File: src/rtl/conv_row_loader_pkg.sv
// ============================================================================
// conv_pkg: shared constants, loader state encoding and index-width helper.
// Revision: 1.0
// ============================================================================
`default_nettype none

package conv_pkg;

  localparam int DEFAULT_ROW_W    = 6;
  localparam int DEFAULT_NUM_ROWS = 6;

  typedef enum logic [1:0] {
    ST_FILL    = 2'd0,
    ST_FULL    = 2'd1,
    ST_PRESENT = 2'd2
  } loader_state_e;

  // Width able to hold every count from 0 up to and including n.
  function automatic int idx_width(input int n);
    return $clog2(n + 1);
  endfunction

endpackage

`default_nettype wire

File: src/rtl/conv_row_loader_if.sv
// ============================================================================
// conv_row_loader_if: row input, frame handshake and status bundle.
// Revision: 1.0
// ============================================================================
`default_nettype none

interface conv_row_loader_if #(
  parameter int ROW_W    = conv_pkg::DEFAULT_ROW_W,
  parameter int NUM_ROWS = conv_pkg::DEFAULT_NUM_ROWS
) ();
  import conv_pkg::*;

  localparam int IDX_W = idx_width(NUM_ROWS);

  logic [ROW_W-1:0]          row_data;
  logic                      row_strobe;
  logic                      load_req;
  logic                      clear;
  logic                      frame_ack;
  logic [NUM_ROWS*ROW_W-1:0] frame_out;
  logic                      frame_valid;
  logic [IDX_W-1:0]          row_count;
  logic                      full;
  logic                      overflow;

  modport slave (
    input  row_data, row_strobe, load_req, clear, frame_ack,
    output frame_out, frame_valid, row_count, full, overflow
  );

  modport master (
    output row_data, row_strobe, load_req, clear, frame_ack,
    input  frame_out, frame_valid, row_count, full, overflow
  );

endinterface

`default_nettype wire

File: src/rtl/conv_row_loader_sync_edge_detect.sv
// ============================================================================
// sync_edge_detect: 2-flop synchroniser followed by a rising-edge pulse.
// Revision: 1.0
// ============================================================================
`default_nettype none

module sync_edge_detect (
  input  wire logic clk,
  input  wire logic rst_n,
  input  wire logic async_in,
  output logic      pulse
);

  logic meta_q, meta_d;
  logic sync_q, sync_d;
  logic prev_q, prev_d;

  always_comb begin
    meta_d = async_in;
    sync_d = meta_q;
    prev_d = sync_q;
  end

  always_ff @(posedge clk or negedge rst_n) begin
    if (!rst_n) begin
      meta_q <= 1'b0;
      sync_q <= 1'b0;
      prev_q <= 1'b0;
    end else begin
      meta_q <= meta_d;
      sync_q <= sync_d;
      prev_q <= prev_d;
    end
  end

  assign pulse = sync_q & ~prev_q;

endmodule

`default_nettype wire

File: src/rtl/conv_row_loader.sv
// ============================================================================
// conv_row_loader: edge-triggered row buffer presenting whole frames with a
// valid/ack handshake. Option macro: ROW_LOADER_PINGPONG_EN. Revision: 1.0
// ============================================================================
`default_nettype none

module conv_row_loader
  import conv_pkg::*;
#(
  parameter int ROW_W    = DEFAULT_ROW_W,
  parameter int NUM_ROWS = DEFAULT_NUM_ROWS
) (
  input wire logic          clk,
  input wire logic          rst_n,
  conv_row_loader_if.slave  bus
);

  localparam int               IDX_W    = idx_width(NUM_ROWS);
  localparam logic [IDX_W-1:0] FULL_CNT = IDX_W'(NUM_ROWS);

  loader_state_e                      state_q, state_d;
  logic [IDX_W-1:0]                   row_count_q, row_count_d;
  logic [NUM_ROWS-1:0][ROW_W-1:0]     row_buf_q, row_buf_d;
  logic [NUM_ROWS*ROW_W-1:0]          frame_out_q, frame_out_d;
  logic                               frame_valid_q, frame_valid_d;
  logic                               overflow_q, overflow_d;
  logic                               strobe_pulse;
  logic                               load_pulse;
`ifdef ROW_LOADER_PINGPONG_EN
  logic                               load_pending_q, load_pending_d;
`endif

  sync_edge_detect u_strobe_sync (
    .clk      (clk),
    .rst_n    (rst_n),
    .async_in (bus.row_strobe),
    .pulse    (strobe_pulse)
  );

  sync_edge_detect u_load_sync (
    .clk      (clk),
    .rst_n    (rst_n),
    .async_in (bus.load_req),
    .pulse    (load_pulse)
  );

  always_ff @(posedge clk or negedge rst_n) begin
    if (!rst_n) begin
      state_q        <= ST_FILL;
      row_count_q    <= '0;
      row_buf_q      <= '0;
      frame_out_q    <= '0;
      frame_valid_q  <= 1'b0;
      overflow_q     <= 1'b0;
`ifdef ROW_LOADER_PINGPONG_EN
      load_pending_q <= 1'b0;
`endif
    end else begin
      state_q        <= state_d;
      row_count_q    <= row_count_d;
      row_buf_q      <= row_buf_d;
      frame_out_q    <= frame_out_d;
      frame_valid_q  <= frame_valid_d;
      overflow_q     <= overflow_d;
`ifdef ROW_LOADER_PINGPONG_EN
      load_pending_q <= load_pending_d;
`endif
    end
  end

  // Next state reads the datapath's next count/pending so both stay in step.
  always_comb begin
    state_d = state_q;
    if (bus.clear) begin
      state_d = ST_FILL;
    end else begin
      case (state_q)
        ST_FILL:    if (row_count_d == FULL_CNT) state_d = ST_FULL;
        ST_FULL:    if (load_pulse) state_d = ST_PRESENT;
        ST_PRESENT: begin
`ifdef ROW_LOADER_PINGPONG_EN
          if (frame_valid_q && bus.frame_ack && !load_pending_d)
            state_d = (row_count_d == FULL_CNT) ? ST_FULL : ST_FILL;
`else
          if (bus.frame_ack) state_d = ST_FILL;
`endif
        end
        default:    state_d = ST_FILL;
      endcase
    end
  end

  always_comb begin
    row_count_d    = row_count_q;
    row_buf_d      = row_buf_q;
    frame_out_d    = frame_out_q;
    frame_valid_d  = frame_valid_q;
    overflow_d     = overflow_q;
`ifdef ROW_LOADER_PINGPONG_EN
    load_pending_d = load_pending_q;
`endif
    if (bus.clear) begin
      row_count_d    = '0;
      frame_valid_d  = 1'b0;
      overflow_d     = 1'b0;
`ifdef ROW_LOADER_PINGPONG_EN
      load_pending_d = 1'b0;
`endif
    end else begin
      case (state_q)
        ST_FILL: begin
          if (strobe_pulse) begin
            for (int r = 0; r < NUM_ROWS; r++)
              if (row_count_q == IDX_W'(r)) row_buf_d[r] = bus.row_data;
            row_count_d = row_count_q + 1'b1;
          end
        end
        ST_FULL: begin
          if (strobe_pulse) overflow_d = 1'b1;
          if (load_pulse) begin
            frame_out_d   = row_buf_q;
            frame_valid_d = 1'b1;
`ifdef ROW_LOADER_PINGPONG_EN
            row_count_d   = '0;
`endif
          end
        end
        ST_PRESENT: begin
`ifdef ROW_LOADER_PINGPONG_EN
          if (strobe_pulse) begin
            if (row_count_q != FULL_CNT) begin
              for (int r = 0; r < NUM_ROWS; r++)
                if (row_count_q == IDX_W'(r)) row_buf_d[r] = bus.row_data;
              row_count_d = row_count_q + 1'b1;
            end else begin
              overflow_d = 1'b1;
            end
          end
          if (load_pulse && frame_valid_q && row_count_q == FULL_CNT)
            load_pending_d = 1'b1;
          if (frame_valid_q && bus.frame_ack)
            frame_valid_d = 1'b0;
          // Deferred transfer lands one edge after the ack edge.
          if (!frame_valid_q && load_pending_q) begin
            frame_out_d    = row_buf_q;
            frame_valid_d  = 1'b1;
            load_pending_d = 1'b0;
            row_count_d    = '0;
          end
`else
          if (strobe_pulse) overflow_d = 1'b1;
          if (bus.frame_ack) begin
            frame_valid_d = 1'b0;
            row_count_d   = '0;
          end
`endif
        end
        default: ;
      endcase
    end
  end

  assign bus.frame_out   = frame_out_q;
  assign bus.frame_valid = frame_valid_q;
  assign bus.row_count   = row_count_q;
  assign bus.full        = (row_count_q == FULL_CNT);
  assign bus.overflow    = overflow_q;

endmodule

`default_nettype wire

File: src/flat_wrapper.sv
// flat-port wrapper written by rule: the top's interface ports become plain ports
module conv_row_loader_flat import conv_pkg::*;
#(
  parameter int ROW_W    = DEFAULT_ROW_W,
  parameter int NUM_ROWS = DEFAULT_NUM_ROWS
)
  (clk, rst_n, bus_row_data, bus_row_strobe, bus_load_req, bus_clear, bus_frame_ack, bus_frame_out, bus_frame_valid, bus_row_count, bus_full, bus_overflow);
  conv_row_loader_if #(.ROW_W(ROW_W), .NUM_ROWS(NUM_ROWS)) bus_i ();
  input wire logic clk;
  input wire logic rst_n;
  input wire logic [$bits(bus_i.row_data)-1:0] bus_row_data;
  input wire logic [$bits(bus_i.row_strobe)-1:0] bus_row_strobe;
  input wire logic [$bits(bus_i.load_req)-1:0] bus_load_req;
  input wire logic [$bits(bus_i.clear)-1:0] bus_clear;
  input wire logic [$bits(bus_i.frame_ack)-1:0] bus_frame_ack;
  output wire logic [$bits(bus_i.frame_out)-1:0] bus_frame_out;
  output wire logic [$bits(bus_i.frame_valid)-1:0] bus_frame_valid;
  output wire logic [$bits(bus_i.row_count)-1:0] bus_row_count;
  output wire logic [$bits(bus_i.full)-1:0] bus_full;
  output wire logic [$bits(bus_i.overflow)-1:0] bus_overflow;
  assign bus_i.row_data = bus_row_data;
  assign bus_i.row_strobe = bus_row_strobe;
  assign bus_i.load_req = bus_load_req;
  assign bus_i.clear = bus_clear;
  assign bus_i.frame_ack = bus_frame_ack;
  assign bus_frame_out = bus_i.frame_out;
  assign bus_frame_valid = bus_i.frame_valid;
  assign bus_row_count = bus_i.row_count;
  assign bus_full = bus_i.full;
  assign bus_overflow = bus_i.overflow;
  conv_row_loader #(.ROW_W(ROW_W), .NUM_ROWS(NUM_ROWS)) u_core (.clk(clk), .rst_n(rst_n), .bus(bus_i));
endmodule
File: config.mk
export PLATFORM = sky130hd
export DESIGN_NAME = conv_row_loader_flat
export DESIGN_NICKNAME = d
export VERILOG_FILES = /design/src/rtl/conv_row_loader_pkg.sv /design/src/rtl/conv_row_loader_if.sv /design/src/rtl/conv_row_loader_sync_edge_detect.sv /design/src/rtl/conv_row_loader.sv /design/src/flat_wrapper.sv
export SDC_FILE = /design/constraint.sdc
export NUM_CORES = 1
export LEC_CHECK = 0
export BUFFER_PORTS_ARGS = -buffer_cell sky130_fd_sc_hd__buf_4
export CAP_MARGIN = 10
export CORE_ASPECT_RATIO = 0.7
export CORE_MARGIN = 5
export CORE_UTILIZATION = 50
export DETAILED_ROUTE_END_ITERATION = 6
export PLACE_DENSITY = 0.72
export SKIP_CTS_REPAIR_TIMING = 1
export SLEW_MARGIN = 10
export SYNTH_ARGS = -nofsm -noshare
export SYNTH_HDL_FRONTEND = slang
export SYNTH_SLANG_ARGS = --single-unit
File: constraint.sdc
create_clock -name clk -period 1.8 [get_ports clk]
set_clock_uncertainty 0.2 [all_clocks]
set_input_delay 0.09 -clock clk [delete_from_list [all_inputs] [get_ports clk]]
set_output_delay 0.09 -clock clk [all_outputs]
set_load 0.03 [all_outputs]
# Yosys cells after proc, flatten, opt, wreduce, memory -nomap -nowiden
# Cells that the tools add are included.
# op_classes
add_sub_neg	1
eq_ne	12
mux	16
bitwise	5
reduce_logical	16
# op_table
op	count
$reduce_and A4 Y1	6
$eq A3 B3 Y1 const B	4
$mux W3	3
$reduce_and A3 Y1	3
$mux W2	4
$eq A3 B2 Y1 const B	2
$mux W1	6
$ne A3 B2 Y1 const B	2
$pmux W2 S3	1
$pmux W3 S2	1
$reduce_bool A2 Y1	2
$add A3 B1 Y3 const B	1
$eq A3 B1 Y1 const B	1
$logic_not A3 Y1	1
$ne A3 B3 Y1 const B	1
$not A1 Y1	3
$reduce_bool A3 Y1	1
$and A1 B1 Y1	2
$eq A2 B1 Y1 const B	1
$eq A2 B2 Y1 const B	1
$logic_not A2 Y1	1
$pmux W1 S2	1
$reduce_and A2 Y1	1
$reduce_or A2 Y1	1
# word_totals
ff_bits	85
input_bits	12
elab_cells	67

# Logic depth before layout (Yosys ltp)
# Gate-level depths: netlist of run 1.
# depth
word_depth	9
mapped_depth	7
mapped_depth_nobuf	7

# By module
# A second synthesis of run 1 with hierarchy kept.
# unflattened
hier_cells	224
hier_area_um2	3430.8
# by_module_without_submodules
module	instances	cells_each	area_per_inst_um2
conv_row_loader	1	216	3253.1
sync_edge_detect	2	4	88.8

# Worst setup path before layout of run 1
# Ideal clock, no wire load.
# synth_path
path_type	register to register
startpoint	register u_core.state_q[0]
endpoint	register u_core.row_buf_q[0] (netlist bit)
setup_ns	0.125
arrival_time_ns	1.537
t_required_ns	1.475
slack_ns	-0.062
stages_incl_launch_ff	8
cell_sequence	dfrtp_1 > inv_1 > ha_1 > and2b_1 > nand2_1 > nor2_4 > nand2_2 > mux2_2
# synth_between
elab_chain_cells	2
# synth_lines
item	line_no	rtl
from (decl)	conv_row_loader.sv:21	loader_state_e state_q, state_d;
from (signal assigned)	conv_row_loader.sv:59	state_q <= state_d;
$logic_not A2 Y1	conv_row_loader.sv:110	case (state_q)
$reduce_and A4 Y1 (no line)	n/a	
to (signal assigned)	conv_row_loader.sv:61	row_buf_q <= row_buf_d;
to (decl)	conv_row_loader.sv:23	logic [NUM_ROWS-1:0][ROW_W-1:0] row_buf_q, row_buf_d;
# Every way passes these cells.
# A chain may end at the register's enable or synchronous reset.

# Worst setup path after layout of run 1
# layout_path
startpoint	register u_core.state_q[1]
endpoint	register u_core.state_q[1]
# layout_between
elab_chain_cells	6
word_cells_on_any_way	12
cone_classes	6 x eq/ne; 4 x mux; 2 x reduce/logical
# layout_lines
item	line_no	rtl
$eq A2 B2 Y1 / $logic_not A2 Y1 (equally long branches)	conv_row_loader.sv:110	
$pmux W3 S2 *	conv_row_loader.sv:110	
$mux W3 *	conv_row_loader.sv:102	if (bus.clear) begin
via u_core.row_count_d[2]	conv_row_loader.sv:22	logic [IDX_W-1:0] row_count_q, row_count_d;
$eq A3 B3 Y1 *	conv_row_loader.sv:78	ST_FILL: if (row_count_d == FULL_CNT) state_d = ST_FULL;
$ne A3 B2 Y1 (no line) *	n/a	
$reduce_and A3 Y1 (no line) *	n/a	
# The timed path passes the listed nets; every way through them passes the cells marked *.

==> results.json, run 1 <==
{
  "wl_um": 7909,
  "drcViolationCount": 0,
  "wl_per_cell_um": 19.20,
  "max_stage_delay_ns": 0.46,
  "peakVddDrop_uv": 495.4,
  "min_path_type": "input pin to asynchronous set/reset pin",
  "grt.busiest_layer": "met1",
  "syn_inst": 219,
  "syn_area_mm2": 0.003500,
  "dieArea_mm2": 0.008799,
  "utilization": 0.7036,
  "place_hpwl_um": 4757,
  "yosysTopAreaCellShare": 0.6078,
  "yosys_warnings": 0,
  "grt_overflow_total": 0,
  "finalWeightedCongestion": 0.8697,
  "die_y_um": 80.00,
  "netlist_top_cells_area": "dfrtp_1 61%, mux2_2 19%, mux2_4 5.1%",
  "die_w_um": 110.0,
  "grt_usage": 0.1714,
  "rsz0062_at_grt": "yes",
  "fillCellCount": 457,
  "routed_via_density": 5.211,
  "num_rows": 25,
  "synthMostInstantiatedCell": "dfrtp_1",
  "violations": "setup timing",
  "async_reset_ff_frac": 1.000,
  "nets": 334,
  "synthTopCellsByCount": "85 x dfrtp_1, 60 x mux2_2, 12 x mux2_4, 9 x ha_1",
  "ys_seq_elements": 85,
  "io_buffer_count": 53,
  "cts_inserted_buffers": 9,
  "cts_root_buf": "clkbuf_8",
  "via_count": 2147,
  "path_cells": "inv_4 -> ha_4 -> and2b_1 -> nand2_2 -> buf_4 -> o32ai_4 -> o221a_1 -> nand3_1",
  "p_leak_nw": 2.395,
  "worstSetupEndpointType": "flip-flop",
  "fmax_mhz": 514.1,
  "drive_gt1_frac": 0.6101,
  "grt_pass1_wl_um": 11120,
  "htreeDepth": 3,
  "area_growth_pct": 36.47,
  "first_pass_iters": 4,
  "ys.flop_type": "dfrtp_1",
  "cts_num_sinks": 85,
  "relSlewSlack": 0.7152,
  "cp_slowest_cell": "dfrtp_2",
  "grt_max_degree": 37,
  "synth_edf_count": 0,
  "cp.arrival_ns": 1.98,
  "insertion_delay_ns": 0.35,
  "clock_path_buffers": 2,
  "setup_ws_ns": -0.1453,
  "cp_max_fo": 6,
  "timing.final.crit_share": 1.081,
  "diodes": 0,
  "syn_avg_cell_area_um2": 15.98,
  "setup_viol": 69,
  "status": "finished with violations",
  "drtIter0Drc": 76,
  "tightest_slew_ns": 0.4273,
  "grtUsageMet3": 0.05821,
  "netlist-cell-type-count": 33,
  "required_ns": 1.84,
  "synth_top_area_cell": "dfrtp_1",
  "drv_cap": 0,
  "cts_tree": "built",
  "pwr_density_cell_mw_per_mm2": 754.7,
  "syn_nets": 240,
  "first_global_vias": 2084,
  "clkTransAtPathRegs_ns": 0.09,
  "power.total_mw": 3.604,
  "core-area_mm2": 0.006788,
  "fin_crit_ns": 1.945,
  "synth-seq-area-share": 0.6078,
  "antenna_found_initial": 0,
  "detail-route-antenna-nets": 0,
  "io-pin-count": 54,
  "critPathKind": "flip-flop to flip-flop",
  "gr-usage-met2": 0.2427,
  "use_met1": 0.2460,
  "timing.hold.ws_ns": 0.01260,
  "start_util": 0.5156,
  "slew_violations": 0,
  "startpoint_type": "flip-flop",
  "hold_viol": 0
}
[layout make-up]
class / count / area, µm² / area share
clock buffers: 10 / 137.6 / 0.02882
clock inverters: 6 / 45.04 / 0.009431
inverters: 6 / 25.02 / 0.005240
multi-input cells: 123 / 1553 / 0.3251
flip-flops and latches: 85 / 2130 / 0.4459
well taps: 94 / 117.6 / 0.02463
repair buffers: 88 / 768.2 / 0.1609
[metrics by stage]
step / instances / setup TNS [ns] / worst slack (ns) / area (µm²)
2_1_floorplan: 219 / -0.7631 / -0.01810 / 3503
3_3_place_gp: 375 / -7.967 / -0.1611 / 4113
3_5_place_dp: 375 / -8.742 / -0.2279 / 4113
4_1_cts: 391 / -10.53 / -0.2663 / 4295
5_1_grt: 412 / -10.23 / -0.2055 / 4776
6_report: 412 / -5.736 / -0.1453 / 4776
[sequential cells by signal, summed over array words and instances (netlist names)]
register,cells
u_core.state_q,2
u_core.bus.overflow,1
u_core.bus.frame_valid,1
u_core.bus.frame_out,36
u_core.u_load_sync.prev_q,1
u_core.u_strobe_sync.prev_q,1
u_core.u_load_sync.prev_d,1
u_core.u_strobe_sync.prev_d,1
u_core.u_strobe_sync.meta_q,1
u_core.bus.row_count,3
u_core.u_load_sync.meta_q,1
u_core.row_buf_q,36
[cell usage in the layout, fill, tap and decap left out, types with 3 or more instances in the layout]
| cell type | instances |
|---|---|
| inv_1 | 3 |
| mux2_4 | 49 |
| buf_12 | 3 |
| dfrtp_1 | 83 |
| nand2_4 | 4 |
| ha_4 | 3 |
| nand2_1 | 3 |
| buf_4 | 70 |
| dlygate4sd3_1 | 11 |
| clkinvlp_4 | 3 |
| clkbuf_8 | 10 |
| and2b_1 | 3 |
| ha_1 | 5 |
| mux2_2 | 23 |
[report_power, final]
| group | internal [mW] | switching, mW | total (mW) |
|---|---|---|---|
| Combinational | 0.150 | 0.134 | 0.284 |
| Clock | 0.545 | 0.696 | 1.24 |
| Sequential | 2.01 | 0.0656 | 2.08 |
[cell families (layout without fill, tap and decap cells)]
logic type / count (synthesis) / after routing / synth area share
AND/OR/NAND/NOR: 30 / 30 / 0.06471
buffers and inverters: 11 / 110 / 0.01823
adder cells (fa/ha/maj): 9 / 9 / 0.03218
flip-flops: 85 / 85 / 0.6078
multiplexers: 72 / 72 / 0.2445
AO/OA/AOI/OAI: 12 / 12 / 0.03254
[layer usage]
metal,vias up,share of wire
met5,-,0
met4,0,0.0089
met3,8,0.044
met2,56,0.47
met1,1123,0.47
li1,960,-
[final timing paths]
path / to / cells past startpoint / from / slack, ns
max: u_core.state_q[1]$_DFFE_PN0P_ / 8 / u_core.state_q[1]$_DFFE_PN0P_ / -0.15
min: u_core.row_buf_q[27]$_DFFE_PN0P_ / 2 / rst_n / 0.01
max reg2reg: u_core.state_q[1]$_DFFE_PN0P_ / 8 / u_core.state_q[1]$_DFFE_PN0P_ / -0.15
min reg2reg: u_core.u_strobe_sync.prev_d$_DFF_PN0_ / 0 / u_core.u_strobe_sync.meta_q$_DFF_PN0_ / 0.16
max in group asynchronous: u_core.bus.frame_out[14]$_DFFE_PN0P_ / 3 / rst_n / 0.86
min in group clk: u_core.u_strobe_sync.prev_d$_DFF_PN0_ / 0 / u_core.u_strobe_sync.meta_q$_DFF_PN0_ / 0.16
[worst max-delay path, delay by kind of cell (launching register included)]
kind,cells,cell delay (ns)
DFF,1,0.46
AOI/OAI and AO/OA,2,0.38
and+or+nand+nor,3,0.35
buffers and inverters,2,0.24
adders and majority gates,1,0.19
No activity file was read; power rests on OpenSTA's default activity.
==> run 2: changes to the inputs <==
--- a/config.mk
+++ b/config.mk
@@ -8,10 +8,12 @@
 export BUFFER_PORTS_ARGS = -buffer_cell sky130_fd_sc_hd__buf_4
 export CAP_MARGIN = 10
 export CORE_ASPECT_RATIO = 0.7
-export CORE_MARGIN = 5
+export CORE_MARGIN = 2
 export CORE_UTILIZATION = 50
+export CTS_CLUSTER_DIAMETER = 80
 export DETAILED_ROUTE_END_ITERATION = 6
 export PLACE_DENSITY = 0.72
+export REMOVE_ABC_BUFFERS = 1
 export SKIP_CTS_REPAIR_TIMING = 1
 export SLEW_MARGIN = 10
 export SYNTH_ARGS = -nofsm -noshare
==> results.json, run 2 (synthesized netlist as in run 1, its figures left out) <==
{
  "rsz0062_at_grt": "yes",
  "routed_via_density": 5.085,
  "setup_ws_ns": -0.2290,
  "die_w_um": 104.0,
  "cts_inserted_buffers": 9,
  "insertion_delay_ns": 0.34,
  "hold_viol": 0,
  "io-pin-count": 54,
  "antenna_found_initial": 0,
  "final_cell_mix": "84 x dfrtp_1, 70 x buf_4, 60 x mux2_2, 12 x mux2_4, 12 x dlygate4sd3_1",
  "start_util": 0.5180,
  "cts_tree": "built",
  "area_growth_pct": 31.43,
  "grt_usage": 0.1787,
  "worstSetupEndpointType": "flip-flop",
  "detail-route-antenna-nets": 0,
  "slew_violations": 0,
  "r2r_cells": 6,
  "num_rows": 25,
  "fin_area_mm2": 0.004599,
  "register_area_mm2": 0.002128,
  "diodes": 0,
  "drive_gt1_frac": 0.5962,
  "core-area_mm2": 0.006756,
  "grt_max_degree": 42,
  "required_ns": 1.83,
  "first_pass_iters": 4,
  "relSlewSlack": 0.3687,
  "first_global_vias": 2007,
  "cp_max_fo": 12,
  "io_buffer_count": 53,
  "fillCellCount": 498,
  "final_common_cell": "dfrtp_1",
  "cp.arrival_ns": 2.06,
  "dpl_cell_area_mm2": 0.004094,
  "grt_pass1_wl_um": 10450,
  "clkTransAtPathRegs_ns": 0.08,
  "r2r_end": "u_core.bus.frame_out[6]$_DFFE_PN0P_",
  "peakVddDrop_uv": 616.7,
  "fin_crit_ns": 2.029,
  "drcViolationCount": 0,
  "htreeDepth": 3,
  "cts_num_sinks": 85,
  "min_path_type": "input pin to asynchronous set/reset pin",
  "dieArea_mm2": 0.007695,
  "setup_viol": 68,
  "timing.final.crit_share": 1.127,
  "r2r_start": "u_core.state_q[1]$_DFFE_PN0P_",
  "drv_cap": 0,
  "nets": 333,
  "r2r_slack_ns": -0.23,
  "cts_root_buf": "clkbuf_8",
  "pwr_density_cell_mw_per_mm2": 799.7,
  "critPathKind": "flip-flop to flip-flop",
  "p_leak_nw": 2.366,
  "multi_input_area_mm2": 0.001388,
  "violations": "setup timing",
  "via_count": 2090,
  "startpoint_type": "flip-flop",
  "fmax_mhz": 492.9,
  "die_y_um": 74.00,
  "wl_per_cell_um": 17.04,
  "utilization": 0.6807,
  "status": "finished with violations",
  "grt_overflow_total": 0,
  "drtIter0Drc": 96,
  "clock_path_buffers": 2,
  "tightest_slew_ns": 0.9438,
  "finalWeightedCongestion": 0.8374,
  "wl_um": 7003,
  "place_hpwl_um": 4441
}
-- run 2: cell count changes in the layout (fill, tap and decap cells not counted), sizes merged --
cell / before / now
inv: 8 / 7
clkbuf: 12 / 10
bufinv: 0 / 1
buf: 75 / 74
clkinvlp: 3 / 1
dlygate4sd3: 11 / 12
clkinv: 1 / 4
-- run 2: layout make-up --
type,count,area share
timing repair buffer,87,0.1621
clock buffer,9,0.02693
clock inverter,7,0.01605
multi-input combinational,123,0.3017
sequential,85,0.4627
tap,94,0.02557
inverter,6,0.004897
-- run 2: routing by layer --
metal	routed length, µm	part of all wire	vias up	global-route usage
met1	3470	0.50	1075	0.2542
met4	66	0.0094	0	0.05856
met5	0	0	-	0
met3	212	0.030	7	0.04382
li1	-	-	965	-
met2	3253	0.46	43	0.2763
-- run 2: where the power goes --
part	leakage [nW]	switching (mW)	internal, mW	total, mW
clock network	0.0996	0.679	0.646	1.32
registers	1.15	0.0653	2.01	2.08
logic	1.12	0.132	0.143	0.275
total	2.37	0.877	2.80	3.68
-- run 2: worst max-delay path by stage --
stage	to	start	depth (start not counted)	slack, ns
finish	u_core.bus.frame_out[6]$_DFFE_PN0P_	u_core.state_q[1]$_DFFE_PN0P_	6	-0.23
global route	u_core.state_q[1]$_DFFE_PN0P_	u_core.state_q[0]$_DFFE_PN0P_	8	-0.29
CTS	u_core.state_q[0]$_DFFE_PN0P_	u_core.state_q[1]$_DFFE_PN0P_	8	-0.22
detailed placement	u_core.state_q[0]$_DFFE_PN0P_	u_core.state_q[1]$_DFFE_PN0P_	8	-0.23
global placement	u_core.state_q[0]$_DFFE_PN0P_	u_core.state_q[1]$_DFFE_PN0P_	8	-0.18
floorplan	u_core.bus.frame_out[0]$_DFFE_PN0P_	u_core.state_q[1]$_DFFE_PN0P_	4	-2.30
-- run 2: critical path, cell delays in order, from the launching register on --
cell and delay [ns]:
dfrtp_1 0.45, inv_2 0.13, ha_1 0.23, nor3b_4 0.26
buf_12 0.15, clkbuf_16 0.17, mux2_2 0.33
-- run 2: per-stage QoR --
stage	worst slack, ns	power, mW	hold slack, ns	TNS (ns)	std cells
after global placement	-0.1829	2.341	-0.1984	-7.252	373
after floorplan	-2.301	2.214	-0.4056	-84.20	214
final	-0.2290	3.678	0.06730	-10.90	411
after CTS	-0.2177	3.675	-0.5844	-10.16	389
after global routing	-0.2853	3.842	0.07179	-17.22	411
after detailed placement	-0.2313	2.353	-0.1966	-8.787	373
==> run 3: changes to the inputs <==
--- a/config.mk
+++ b/config.mk
@@ -9,10 +9,10 @@
 export CAP_MARGIN = 10
 export CORE_ASPECT_RATIO = 0.7
 export CORE_MARGIN = 2
-export CORE_UTILIZATION = 50
+export CORE_UTILIZATION = 45
 export CTS_CLUSTER_DIAMETER = 80
 export DETAILED_ROUTE_END_ITERATION = 6
-export PLACE_DENSITY = 0.72
+export PLACE_DENSITY = 0.66
 export REMOVE_ABC_BUFFERS = 1
 export SKIP_CTS_REPAIR_TIMING = 1
 export SLEW_MARGIN = 10
==> results.json, run 3 (synthesized netlist as in run 1, its figures left out) <==
{
  "status": "finished with violations",
  "violations": "setup timing",
  "swShare": 0.2554,
  "p_seq_frac": 0.581,
  "setup_viol": 63,
  "nets": 342,
  "num_rows": 26,
  "cp.arrival_ns": 2.09,
  "clock_path_buffers": 2,
  "io-pin-count": 54,
  "grt_pass1_wl_um": 10900,
  "pwr_density_cell_mw_per_mm2": 733.9,
  "critPathKind": "flip-flop to flip-flop",
  "first_pass_iters": 4,
  "critPathTopFamily": "buffers and inverters",
  "timing.final.crit_share": 1.135,
  "tightest_slew_ns": 0.4763,
  "drtIter0Drc": 76,
  "final_common_cell": "dfrtp_1",
  "place_hpwl_um": 4533,
  "die_w_um": 109.4,
  "register_area_mm2": 0.002130,
  "htreeDepth": 3,
  "diodes": 0,
  "power.total_mw": 3.586,
  "p_leak_nw": 2.442,
  "cp_slowest_cell": "dfrtp_2",
  "cts_tree": "built",
  "antenna_found_initial": 0,
  "die_y_um": 77.78,
  "area_growth_pct": 39.61,
  "fmax_mhz": 489.7,
  "critical_path.most_common_cell": "buf_6",
  "relSlewSlack": 0.6825,
  "cp.depth": 7,
  "p_int_mw": 2.670,
  "cts_num_sinks": 85,
  "cts_inserted_buffers": 9,
  "finalWeightedCongestion": 0.8190,
  "final_cell_mix": "83 x dfrtp_1, 72 x buf_4, 48 x mux2_4, 24 x mux2_2, 11 x dlygate4sd3_1",
  "first_global_vias": 1997,
  "peakVddDrop_uv": 453.3,
  "io_buffer_count": 53,
  "dieArea_mm2": 0.008510,
  "cp_max_fo": 5,
  "rsz0062_at_grt": "yes",
  "worstSetupEndpointType": "flip-flop",
  "setup_ws_ns": -0.2422,
  "drcViolationCount": 0,
  "power_frac_comb": 0.076,
  "p_clk_frac": 0.343,
  "clkTransAtPathRegs_ns": 0.09,
  "wl_um": 7788,
  "r2r_cells": 7,
  "post-place-ws_ns": -0.2598,
  "grt_usage": 0.1714,
  "critPathBufInv": 4,
  "wl_per_cell_um": 18.37,
  "startpoint_type": "flip-flop",
  "cts_root_buf": "clkbuf_8",
  "start_util": 0.4718,
  "grt_max_degree": 37,
  "required_ns": 1.85,
  "routed_via_density": 5.017,
  "max_stage_delay_ns": 0.45,
  "drv_cap": 0,
  "fin_crit_ns": 2.042,
  "path_cells": "inv_4 -> ha_4 -> nor3b_4 -> buf_6 -> buf_6 -> clkbuf_16 -> mux2_4",
  "insertion_delay_ns": 0.36,
  "p_switching_uw": 915.8,
  "slew_violations": 0,
  "multi_input_area_mm2": 0.001538,
  "fillCellCount": 550,
  "core-area_mm2": 0.007417,
  "detail-route-antenna-nets": 0,
  "min_path_type": "input pin to asynchronous set/reset pin",
  "grt_overflow_total": 0,
  "hold_viol": 0,
  "via_count": 2127,
  "drive_gt1_frac": 0.6135
}
run 3: stage by stage:
step                utilization  area (µm²)  setup TNS, ns  std cells  hold slack (ns)
floorplan                     -        3458         -84.20        214          -0.4056
global placement         0.5547        4114         -8.788        379          -0.1182
detailed placement       0.5547        4114         -12.45        379          -0.1192
CTS                      0.5784        4290         -13.57        395          -0.5121
global route             0.6587        4886         -13.04        424          0.06257
finish                   0.6587        4886         -8.594        424          0.02676
run 3: power by group through the flow:
stage	sequential (mW)	combinational [mW]	clock (mW)
2_1_floorplan	2.09	0.125	0
3_3_place_gp	2.11	0.237	0
3_5_place_dp	2.11	0.244	0
4_1_cts	2.07	0.243	1.26
5_1_grt	2.09	0.300	1.36
6_report	2.08	0.274	1.23
run 3: final cells by class:
class / count / share of cell area
Clock inverter: 6 / 0.009987
Clock buffer: 10 / 0.02612
Multi-Input combinational cell: 123 / 0.3147
Inverter: 6 / 0.005122
Tap cell: 98 / 0.02510
Sequential cell: 85 / 0.4359
Timing Repair Buffer: 96 / 0.1831
run 3: final timing paths:
path / from / to / slack, ns
min in group clk: u_core.u_load_sync.meta_q$_DFF_PN0_ / u_core.u_load_sync.prev_d$_DFF_PN0_ / 0.16
worst max-delay path: u_core.state_q[1]$_DFFE_PN0P_ / u_core.bus.frame_out[33]$_DFFE_PN0P_ / -0.24
worst min-delay path: rst_n / u_core.bus.frame_out[31]$_DFFE_PN0P_ / 0.03
max in group asynchronous: rst_n / u_core.bus.frame_out[22]$_DFFE_PN0P_ / 0.82
worst min register to register: u_core.u_load_sync.meta_q$_DFF_PN0_ / u_core.u_load_sync.prev_d$_DFF_PN0_ / 0.16
worst max register to register: u_core.state_q[1]$_DFFE_PN0P_ / u_core.bus.frame_out[33]$_DFFE_PN0P_ / -0.24
run 3: routing by layer:
layer | part of all wire | routed length (µm) | up-vias | global-route usage
li1 | - | - | 984 | -
met2 | 0.42 | 3284 | 54 | 0.2216
met5 | 0 | 0 | - | 0
met4 | 0.0099 | 77 | 0 | 0.04937
met1 | 0.52 | 4032 | 1082 | 0.2689
met3 | 0.050 | 393 | 7 | 0.05714
